## src/rtl/vo_pkg.sv

```systemverilog
// Shared types and defaults for the visual-odometry keypoint path.
// Holds the keypoint buffer FSM state type and default buffer sizing.
package vo_pkg;

    typedef enum logic [1:0] {
        ST_IDLE  = 2'd0,
        ST_FILL  = 2'd1,
        ST_DRAIN = 2'd2
    } kb_state_e;

    localparam int KB_SIZE  = 100;
    localparam int KB_CNT_W = 10;

endpackage

```

## src/rtl/key_buffer_ctrl_if.sv

```systemverilog
// Keypoint buffer handshake bundle: detector/matcher handshakes,
// buffer strobes and occupancy. master = controller, slave = counter.
interface key_buffer_ctrl_if #(
    parameter int CNT_W = 10
);

    logic             kp_valid;
    logic             kp_ready;
    logic             pop_valid;
    logic             pop_ready;
    logic             flag;
    logic             hit;
    logic [CNT_W-1:0] count;

    modport master (
        input  kp_valid,
        input  pop_ready,
        input  count,
        output kp_ready,
        output pop_valid,
        output flag,
        output hit
    );

    modport slave (
        input  flag,
        input  hit,
        output count
    );

endinterface

```

## src/rtl/key_occ_counter.sv

```systemverilog
// Keypoint buffer occupancy counter: count + push - pop,
// held inside [0, SIZE] even if the strobes misbehave.
module key_occ_counter
    import vo_pkg::*;
#(
    parameter int SIZE  = KB_SIZE,
    parameter int CNT_W = KB_CNT_W
) (
    input  logic             i_clk,
    input  logic             i_rst_n,
    key_buffer_ctrl_if.slave bus
);

    localparam logic [CNT_W-1:0] FULL = CNT_W'(SIZE);

    logic [CNT_W-1:0] count_q;

    // Up on insert only, down on consume only, hold on both or neither.
    always_ff @(posedge i_clk) begin
        if (!i_rst_n) begin
            count_q <= '0;
        end else if (bus.flag && !bus.hit && count_q < FULL) begin
            count_q <= count_q + 1'b1;
        end else if (bus.hit && !bus.flag && count_q != '0) begin
            count_q <= count_q - 1'b1;
        end
    end

    assign bus.count = count_q;

endmodule

```

## src/rtl/key_buffer_ctrl.sv

```systemverilog
// Keypoint buffer controller: IDLE/FILL/DRAIN frame FSM, push/pop strobes.
// Define KEY_BUF_CTRL_DROP_CNT_EN to build the per-frame drop counter.
module key_buffer_ctrl
    import vo_pkg::*;
#(
    parameter int SIZE  = KB_SIZE,
    parameter int CNT_W = KB_CNT_W
) (
    input  logic             i_clk,
    input  logic             i_rst_n,
    input  logic             i_frame_start,
    input  logic             i_frame_end,
    input  logic             i_kp_valid,
    output logic             o_kp_ready,
    output logic             o_pop_valid,
    input  logic             i_pop_ready,
    output logic             o_flag,
    output logic             o_hit,
    output logic [CNT_W-1:0] o_count,
    output logic [1:0]       o_state,
    output logic [15:0]      o_drop_cnt
);

    localparam logic [CNT_W-1:0] FULL = CNT_W'(SIZE);

    key_buffer_ctrl_if #(.CNT_W(CNT_W)) bus ();

    kb_state_e state_q;
    kb_state_e state_d;
    logic      pending_q;
    logic      full;
    logic      empty;
    logic      accept;
    logic      push;
    logic      pop;
    logic      start_fill;

    assign bus.kp_valid  = i_kp_valid;
    assign bus.pop_ready = i_pop_ready;

    assign full  = (bus.count >= FULL);
    assign empty = (bus.count == '0);

    // Handshakes are gated by reset so an abandoned frame emits no strobes.
    assign bus.kp_ready  = i_rst_n && (state_q == ST_FILL);
    assign bus.pop_valid = i_rst_n && !empty &&
                           (state_q == ST_FILL || state_q == ST_DRAIN);

    assign accept = bus.kp_valid && bus.kp_ready;
    assign pop    = bus.pop_valid && bus.pop_ready;
    assign push   = accept && (!full || pop);

    assign bus.flag = push;
    assign bus.hit  = pop;

    key_occ_counter #(
        .SIZE  (SIZE),
        .CNT_W (CNT_W)
    ) u_occ (
        .i_clk   (i_clk),
        .i_rst_n (i_rst_n),
        .bus     (bus.slave)
    );

    // Frame sequencing; a start seen while draining resumes FILL when empty.
    always_comb begin
        state_d = state_q;
        case (state_q)
            ST_IDLE: begin
                if (i_frame_start) state_d = ST_FILL;
            end
            ST_FILL: begin
                if (i_frame_end) state_d = ST_DRAIN;
            end
            ST_DRAIN: begin
                if (empty) begin
                    state_d = (pending_q || i_frame_start) ? ST_FILL : ST_IDLE;
                end
            end
            default: state_d = ST_IDLE;
        endcase
    end

    // State register.
    always_ff @(posedge i_clk) begin
        if (!i_rst_n) begin
            state_q <= ST_IDLE;
        end else begin
            state_q <= state_d;
        end
    end

    // Remember a frame start that arrives before the drain has finished.
    always_ff @(posedge i_clk) begin
        if (!i_rst_n) begin
            pending_q <= 1'b0;
        end else if (state_q != ST_DRAIN || state_d != ST_DRAIN) begin
            pending_q <= 1'b0;
        end else if (i_frame_start) begin
            pending_q <= 1'b1;
        end
    end

    assign start_fill = (state_d == ST_FILL) && (state_q != ST_FILL);

`ifdef KEY_BUF_CTRL_DROP_CNT_EN
    logic        drop;
    logic [15:0] drop_q;

    assign drop = accept && full && !pop;

    // Per-frame drop tally, cleared on frame entry, saturating.
    always_ff @(posedge i_clk) begin
        if (!i_rst_n) begin
            drop_q <= '0;
        end else if (start_fill) begin
            drop_q <= '0;
        end else if (drop && drop_q != 16'hFFFF) begin
            drop_q <= drop_q + 16'd1;
        end
    end

    assign o_drop_cnt = drop_q;
`else
    logic unused_start_fill;

    assign unused_start_fill = start_fill;
    assign o_drop_cnt        = '0;
`endif

    assign o_kp_ready  = bus.kp_ready;
    assign o_pop_valid = bus.pop_valid;
    assign o_flag      = bus.flag;
    assign o_hit       = bus.hit;
    assign o_count     = bus.count;
    assign o_state     = state_q;

endmodule

```

## config.mk

```make
export PLATFORM = sky130hd
export DESIGN_NAME = key_buffer_ctrl
export DESIGN_NICKNAME = d
export VERILOG_FILES = /design/src/rtl/vo_pkg.sv /design/src/rtl/key_buffer_ctrl_if.sv /design/src/rtl/key_occ_counter.sv /design/src/rtl/key_buffer_ctrl.sv
export SDC_FILE = /design/constraint.sdc
export NUM_CORES = 1
export LEC_CHECK = 0
export BUFFER_PORTS_ARGS = -buffer_cell sky130_fd_sc_hd__buf_2
export CAP_MARGIN = 20
export CORE_MARGIN = 2
export CORE_UTILIZATION = 45
export DETAILED_ROUTE_END_ITERATION = 8
export GPL_ROUTABILITY_DRIVEN = 0
export HOLD_SLACK_MARGIN = 0.06
export PLACE_DENSITY_LB_ADDON = 0.05
export REMOVE_ABC_BUFFERS = 1
export SYNTH_ARGS = -nofsm -noshare
export SYNTH_HDL_FRONTEND = slang
export SYNTH_HIERARCHICAL = 1
export SYNTH_SLANG_ARGS = --single-unit
```

## constraint.sdc

```tcl
create_clock -name i_clk -period 5.3 [get_ports i_clk]
set_input_delay 0.795 -clock i_clk [delete_from_list [all_inputs] [get_ports i_clk]]
set_output_delay 0.795 -clock i_clk [all_outputs]
set_load 0.02 [all_outputs]
```

Word level (Yosys, flattened, before mapping). Cells that the tools add are included.

Multiplexer cells: 7. Reduce and logical (&&, ||, !) cells: 23. Bitwise gates (word level): 1. Add/sub/neg operators: 2. Equality and inequality tests: 4. $mul: 0. Magnitude comparators: 2. Shifts and indexed selects: 0. Div/mod/pow operators: 0.

Operators with widths (count): $mux W10 (2); $add A10 B1 Y10 const B (1); $ge A10 B7 Y1 const B (1); $logic_and A1 B1 Y1 (10); $logic_not A10 Y1 (1); $lt A10 B7 Y1 const B (1); $reduce_bool A10 Y1 (1); $sub A10 B1 Y10 const B (1); $mux W2 (3); $pmux W2 S3 (1); $logic_not A1 Y1 (4); $logic_or A1 B1 Y1 (4); $ne A2 B2 Y1 const B (2); $eq A2 B1 Y1 const B (1); $eq A2 B2 Y1 const B (1); $logic_not A2 Y1 (1); $reduce_bool A2 Y1 (1); $reduce_or A2 Y1 (1); $mux W1 (1); $not A1 Y1 (1).

RAM bits: 0. Bits in read-only memories: 0. Output and inout port bits: 32. Logic and storage cells: 42. Register bits: 13. Bits in latches: 0. Memories kept: 0. Input bits: 6.

Depth between registers and ports, before layout.
Depth after elaboration: 12. Gate-level depth with buffers: 14.

Modules after synthesis. The synthesis kept the hierarchy.

Modules (own cells, without submodules): key_occ_counter (area each 815.8 um2, instances 1, cells each 93); key_buffer_ctrl (area each 421.7 um2, instances 1, cells each 56).

Least setup slack after synthesis. No wires, ideal clock.

Path kind: reg2reg. Start: reg u_occ.count_q[2] (netlist: u_occ/bus.count[2]). End: reg u_occ.count_q[6] (netlist: u_occ/bus.count[6]). Setup time: 66 ps. Required time: 5234 ps. Cell stages (with the launch flop): 13. Clock period less this slack: 3610 ps. Slack: 1690 ps. Arrival time: 3544 ps. Cells stage by stage: dfxtp_1 > or3_1 > a31o_2 > a21oi_1 > and4b_1 > buf_6 > inv_1 > ha_1 > nor2b_4 > o31a_1 > or4b_1 > a31o_1 > a21boi_2.

Word-level cells in the longest chain between the ends: 11.

RTL lines: start: declaration (RTL line key_occ_counter.sv:16) `logic [CNT_W-1:0] count_q;`; start signal: assignment (RTL line key_occ_counter.sv:23) `count_q <= count_q + 1'b1;`; start signal: assignment (RTL line key_occ_counter.sv:25) `count_q <= count_q - 1'b1;`; branches (longest 5 deep; another with $ge A10 B7 Y1); $logic_or A1 B1 Y1 (*) (RTL line key_buffer_ctrl.sv:51) `assign push = accept && (!full || pop);`; $logic_and A1 B1 Y1 (*) (RTL line key_buffer_ctrl.sv:51); named net o_flag (RTL line key_buffer_ctrl.sv:17) `output logic o_flag,`; $logic_not A1 Y1 (RTL line key_occ_counter.sv:24) `end else if (bus.hit && !bus.flag && count_q != '0) begin`; $logic_and A1 B1 Y1 (2 in a row) (RTL line key_occ_counter.sv:24); $reduce_bool A2 Y1 (no source line).

Mark *: on every way through the listed nets, which the timed path passes. The select of a mux whose other input is x is not followed. A chain may end at the register's enable or synchronous reset.

Final worst setup path.
Start: reg u_occ.count_q[5] (netlist: u_occ/bus.count[5]). End: reg u_occ.count_q[6] (netlist: u_occ/bus.count[6]).

Word-level cells in the longest chain between the ends: 11.

RTL lines: branches (longest 11 deep; another with $ge A10 B7 Y1).

Parallel ways; which one is timed is not known. The select of a mux whose other input is x is not followed.

==> impl_results.html <==
<table>
<tr><th>Metric</th><th>Value</th></tr>
<tr><th colspan="2">Status</th></tr>
<tr><td>Run status</td><td>completed</td></tr>
<tr><th colspan="2">Cells and area</th></tr>
<tr><td>Fraction of final layout cells with drive strength greater than 1</td><td>0.187</td></tr>
<tr><td>Number of fill cells</td><td>281</td></tr>
<tr><td>Final non-filler cell total</td><td>202</td></tr>
<tr><td>Number of nets in the final layout</td><td>191</td></tr>
<tr><td>Synthesis-to-layout area growth</td><td>7.28%</td></tr>
<tr><td>Most used cells in the layout excluding fill and tap cells</td><td>sky130_fd_sc_hd__buf_2, sky130_fd_sc_hd__conb_1, sky130_fd_sc_hd__dfxtp_1, sky130_fd_sc_hd__ha_1</td></tr>
<tr><td>Antenna diode count</td><td>0</td></tr>
<tr><td>Leading cell type in the layout, fill and taps excluded</td><td>sky130_fd_sc_hd__buf_2</td></tr>
<tr><th colspan="2">Power and ir drop</th></tr>
<tr><td>Combinational fraction of design power</td><td>0.583</td></tr>
<tr><td>Internal Power</td><td>0.258 mW</td></tr>
<tr><td>Net switching power</td><td>0.210 mW</td></tr>
<tr><td>Max IR drop VDD</td><td>188 µV</td></tr>
<tr><td>Pwr/cell area</td><td>352 nW/µm²</td></tr>
<tr><td>Relative contribution of the clock network to total power</td><td>0.137</td></tr>
<tr><td>Leak</td><td>0.684 nW</td></tr>
<tr><td>Proportion of power drawn by flip-flops and latches</td><td>0.280</td></tr>
<tr><td>Share of total power consumed by net switching</td><td>0.449</td></tr>
<tr><th colspan="2">STA</th></tr>
<tr><td>Fin crit period</td><td>3720 ps</td></tr>
<tr><td>TNS Setup</td><td>0 ps</td></tr>
<tr><td>Highest Clock Rate</td><td>269 MHz</td></tr>
<tr><td>Setup repair after global routing missed its margin</td><td>false</td></tr>
<tr><td>Period Utilization, post-route</td><td>0.702</td></tr>
<tr><td>Setup violators final</td><td>0</td></tr>
<tr><td>Worst slew margin</td><td>0.570</td></tr>
<tr><td>Final number of max-transition violations</td><td>0</td></tr>
<tr><td>Skew final</td><td>16.6 ps</td></tr>
<tr><td>Final number of hold-violating endpoints</td><td>0</td></tr>
<tr><td>Worst slew pin tran</td><td>643 ps</td></tr>
<tr><th colspan="2">Floorplanning</th></tr>
<tr><td>Die extent in y</td><td>56.4 µm</td></tr>
<tr><td>Die outline width</td><td>56.4 µm</td></tr>
<tr><td>Core area</td><td>2690 µm²</td></tr>
<tr><td>Count of pins on the block boundary</td><td>38</td></tr>
<tr><td>Area of the die</td><td>3190 µm²</td></tr>
<tr><td>Starting utilization of the core area</td><td>0.461</td></tr>
<tr><td>Site row count</td><td>19</td></tr>
<tr><th colspan="2">Worst setup path</th></tr>
<tr><td>WP data arrival</td><td>3950 ps</td></tr>
<tr><td>Setup crit end kind</td><td>flop</td></tr>
<tr><td>Kind of critical path</td><td>flop to flop</td></tr>
<tr><td>Type of origin of the critical path</td><td>flop</td></tr>
<tr><td>Data required time at the worst endpoint</td><td>5530 ps</td></tr>
<tr><td>Highest net fanout along the worst path</td><td>9</td></tr>
<tr><th colspan="2">Clocking</th></tr>
<tr><td>Bufs on Longest Clock Path</td><td>2</td></tr>
<tr><td>Post-CTS Hold Buffers</td><td>0</td></tr>
<tr><td>Number of resized instances in the post-cts repair step</td><td>0</td></tr>
<tr><td>Buffers inserted by post-CTS timing repair</td><td>0</td></tr>
<tr><td>Htree depth</td><td>1</td></tr>
<tr><td>Clock tree from TritonCTS</td><td>yes</td></tr>
<tr><td>Root buffer cell</td><td>sky130_fd_sc_hd__clkbuf_4</td></tr>
<tr><td>Sinks on the clock net</td><td>13</td></tr>
<tr><td>Number of buffers created by CTS</td><td>3</td></tr>
<tr><td>Clock latency on the worst-skew pair</td><td>280 ps</td></tr>
<tr><td>Clock edge transition at the registers on the reported setup and hold paths</td><td>100 ps</td></tr>
<tr><th colspan="2">Global route</th></tr>
<tr><td>Remaining global-route overflow</td><td>0</td></tr>
<tr><td>Total Routing Usage GR</td><td>0.184</td></tr>
<tr><td>Number of global-route vias before repair</td><td>1065</td></tr>
<tr><td>Initial antenna violation count</td><td>0</td></tr>
<tr><td>First-pass GRT wire length</td><td>4670 µm</td></tr>
<tr><td>Maximum number of pins on one net before global-route repair</td><td>16</td></tr>
<tr><th colspan="2">Synthesis</th></tr>
<tr><td>Synthesized area</td><td>1240 µm²</td></tr>
<tr><td>Mean Syn Cell Area</td><td>8.30 µm²</td></tr>
<tr><td>Synthesized-area fraction occupied by ao, oa, aoi and oai cells</td><td>0.215</td></tr>
<tr><td>Multiplexer share of the synthesized area</td><td>0.0404</td></tr>
<tr><td>Total of flip-flops plus latches after synthesis</td><td>13</td></tr>
<tr><td>Synth Instances</td><td>149</td></tr>
<tr><td>Post-synth EDFFs</td><td>0</td></tr>
<tr><td>Async set-reset flop share out of synthesis</td><td>0</td></tr>
<tr><td>Cell accounting for the most synthesized area</td><td>sky130_fd_sc_hd__dfxtp_1</td></tr>
<tr><td>Fraction of the yosys area taken by sequential cells</td><td>0.210</td></tr>
<tr><td>Share of the synthesized netlist area taken by xor and xnor gates</td><td>0.0354</td></tr>
<tr><td>Simple-gate share of the synthesized area</td><td>0.230</td></tr>
<tr><td>Biggest area contributors in the synthesized netlist</td><td>sky130_fd_sc_hd__dfxtp_1, sky130_fd_sc_hd__ha_1, sky130_fd_sc_hd__buf_4, sky130_fd_sc_hd__a21oi_1, sky130_fd_sc_hd__mux2i_1</td></tr>
<tr><td>Area share of the largest cell type after synthesis</td><td>0.210</td></tr>
<tr><td>Dominant synthesized flop cell</td><td>sky130_fd_sc_hd__dfxtp_1</td></tr>
<tr><td>Count of synthesis-stage warnings from yosys</td><td>6</td></tr>
<tr><td>Count of different cell masters after synthesis</td><td>50</td></tr>
<tr><td>Combinational family with the most area after synthesis</td><td>simple AND/OR/NAND/NOR gates</td></tr>
<tr><td>Post-Synth Adder-Cell Area</td><td>0.138</td></tr>
<tr><th colspan="2">Routing</th></tr>
<tr><td>DRT Wirelength</td><td>2670 µm</td></tr>
<tr><td>Average wire per cell in the routed design</td><td>13.2 µm</td></tr>
<tr><td>Number of design rule violations left after detail routing</td><td>0</td></tr>
<tr><td>Residual antenna-violating net count after detailed routing</td><td>0</td></tr>
<tr><td>Routed vias/inst</td><td>5.49</td></tr>
<tr><td>Detailed-router iteration count before antenna repair</td><td>4</td></tr>
<tr><td>Total via count after detailed routing</td><td>1108</td></tr>
<tr><td>DRC violation total after the first TritonRoute iteration</td><td>15</td></tr>
<tr><th colspan="2">Worst hold path</th></tr>
<tr><td>HP Class</td><td>flop to flop</td></tr>
<tr><th colspan="2">Place</th></tr>
<tr><td># placed instances</td><td>198</td></tr>
<tr><td>Number of buffers added on ports</td><td>21</td></tr>
<tr><td>Detail Placement HPWL</td><td>2120 µm</td></tr>
<tr><th colspan="2">Job</th></tr>
<tr><td>Max Cap Viol</td><td>0</td></tr>
</table>
[critical path: stages, from the launching register on]
cell and delay [ps]:
sky130_fd_sc_hd__dfxtp_1 390, sky130_fd_sc_hd__or4_4 580, sky130_fd_sc_hd__nor3_1 240, sky130_fd_sc_hd__nor2_1 120, sky130_fd_sc_hd__and4b_1 490, sky130_fd_sc_hd__inv_1 240, sky130_fd_sc_hd__ha_1 380, sky130_fd_sc_hd__nor2b_4 150
sky130_fd_sc_hd__o31a_1 280, sky130_fd_sc_hd__or4b_1 470, sky130_fd_sc_hd__a31o_1 200, sky130_fd_sc_hd__a21boi_2 120
[cells by family after synthesis]
family,after synthesis
simple gates,48
compound gates,40
buf+inv,24
fa+ha+maj,13
flops,13
xor+xnor,5
mux,5
other cells,1
[area by class of cell]
class | instances | area (µm²) | share of cell area
multi-input cells | 127 | 875 | 0.659
repair buffers | 21 | 105 | 0.0792
flip-flops and latches | 13 | 260 | 0.196
well taps | 31 | 38.8 | 0.0292
inverters | 6 | 22.5 | 0.0170
clock buffers | 4 | 26.3 | 0.0198
[worst paths after layout]
| kind | endpoint | from | slack [ps] | depth (start not counted) |
|---|---|---|---|---|
| worst max-delay path | u_occ/bus.count[6]$_SDFFE_PN0P_ | u_occ/bus.count[5]$_SDFFE_PN0P_ | 1580 | 11 |
| worst min-delay path | u_occ/bus.count[8]$_SDFFE_PN0P_ | u_occ/bus.count[8]$_SDFFE_PN0P_ | 550 | 2 |
| worst max register to register | u_occ/bus.count[6]$_SDFFE_PN0P_ | u_occ/bus.count[5]$_SDFFE_PN0P_ | 1580 | 11 |
| worst min register to register | u_occ/bus.count[8]$_SDFFE_PN0P_ | u_occ/bus.count[8]$_SDFFE_PN0P_ | 550 | 2 |
[state kept, by name, indices dropped and copies added (netlist names)]
signal,count
pending_q,1
o_state,2
u_occ/bus.count,10
[power by group through the flow]
stage | clock, mW | combinational (mW) | sequential, mW
final | 0.0640 | 0.273 | 0.131
after global routing | 0.0708 | 0.307 | 0.134
after CTS | 0.0667 | 0.273 | 0.132
after detailed placement | 0 | 0.272 | 0.134
after global placement | 0 | 0.272 | 0.133
after floorplan | 0 | 0.203 | 0.143
[stage by stage]
stage          instance area [µm²]  setup slack, ps  power (mW)  hold slack, ps   util
2_1_floorplan                 1160             1560       0.346             563      -
3_3_place_gp                  1300             1610       0.405             521  0.484
3_5_place_dp                  1300             1530       0.406             540  0.484
4_1_cts                       1330             1570       0.472             555  0.494
5_1_grt                       1330             1310       0.512             583  0.494
6_report                      1330             1580       0.468             548  0.494
[layer usage]
| metal | track usage | part of all wire |
|---|---|---|
| met1 | 0.218 | 0.43 |
| met2 | 0.312 | 0.50 |
| met3 | 0.0300 | 0.042 |
| met4 | 0.102 | 0.026 |
| met5 | 0 | 0 |
[cells in the mapped netlist, types with 2 or more instances]
| cell type | count |
|---|---|
| sky130_fd_sc_hd__or3_1 | 2 |
| sky130_fd_sc_hd__nand3_1 | 2 |
| sky130_fd_sc_hd__buf_4 | 16 |
| sky130_fd_sc_hd__nor2_1 | 7 |
| sky130_fd_sc_hd__xor2_1 | 2 |
| sky130_fd_sc_hd__a21o_1 | 2 |
| sky130_fd_sc_hd__o31a_1 | 2 |
| sky130_fd_sc_hd__nor2b_1 | 5 |
| sky130_fd_sc_hd__nor4_1 | 2 |
| sky130_fd_sc_hd__mux2i_1 | 5 |
| sky130_fd_sc_hd__nand2_1 | 11 |
| sky130_fd_sc_hd__o31ai_1 | 3 |
| sky130_fd_sc_hd__o21a_1 | 2 |
| sky130_fd_sc_hd__nor3_1 | 5 |
| sky130_fd_sc_hd__o21ai_0 | 8 |
| sky130_fd_sc_hd__xnor2_1 | 3 |
| sky130_fd_sc_hd__a21oi_1 | 11 |
| sky130_fd_sc_hd__ha_1 | 12 |
| sky130_fd_sc_hd__inv_1 | 6 |
| sky130_fd_sc_hd__dfxtp_1 | 13 |
No activity file was read; power rests on OpenSTA's default activity.
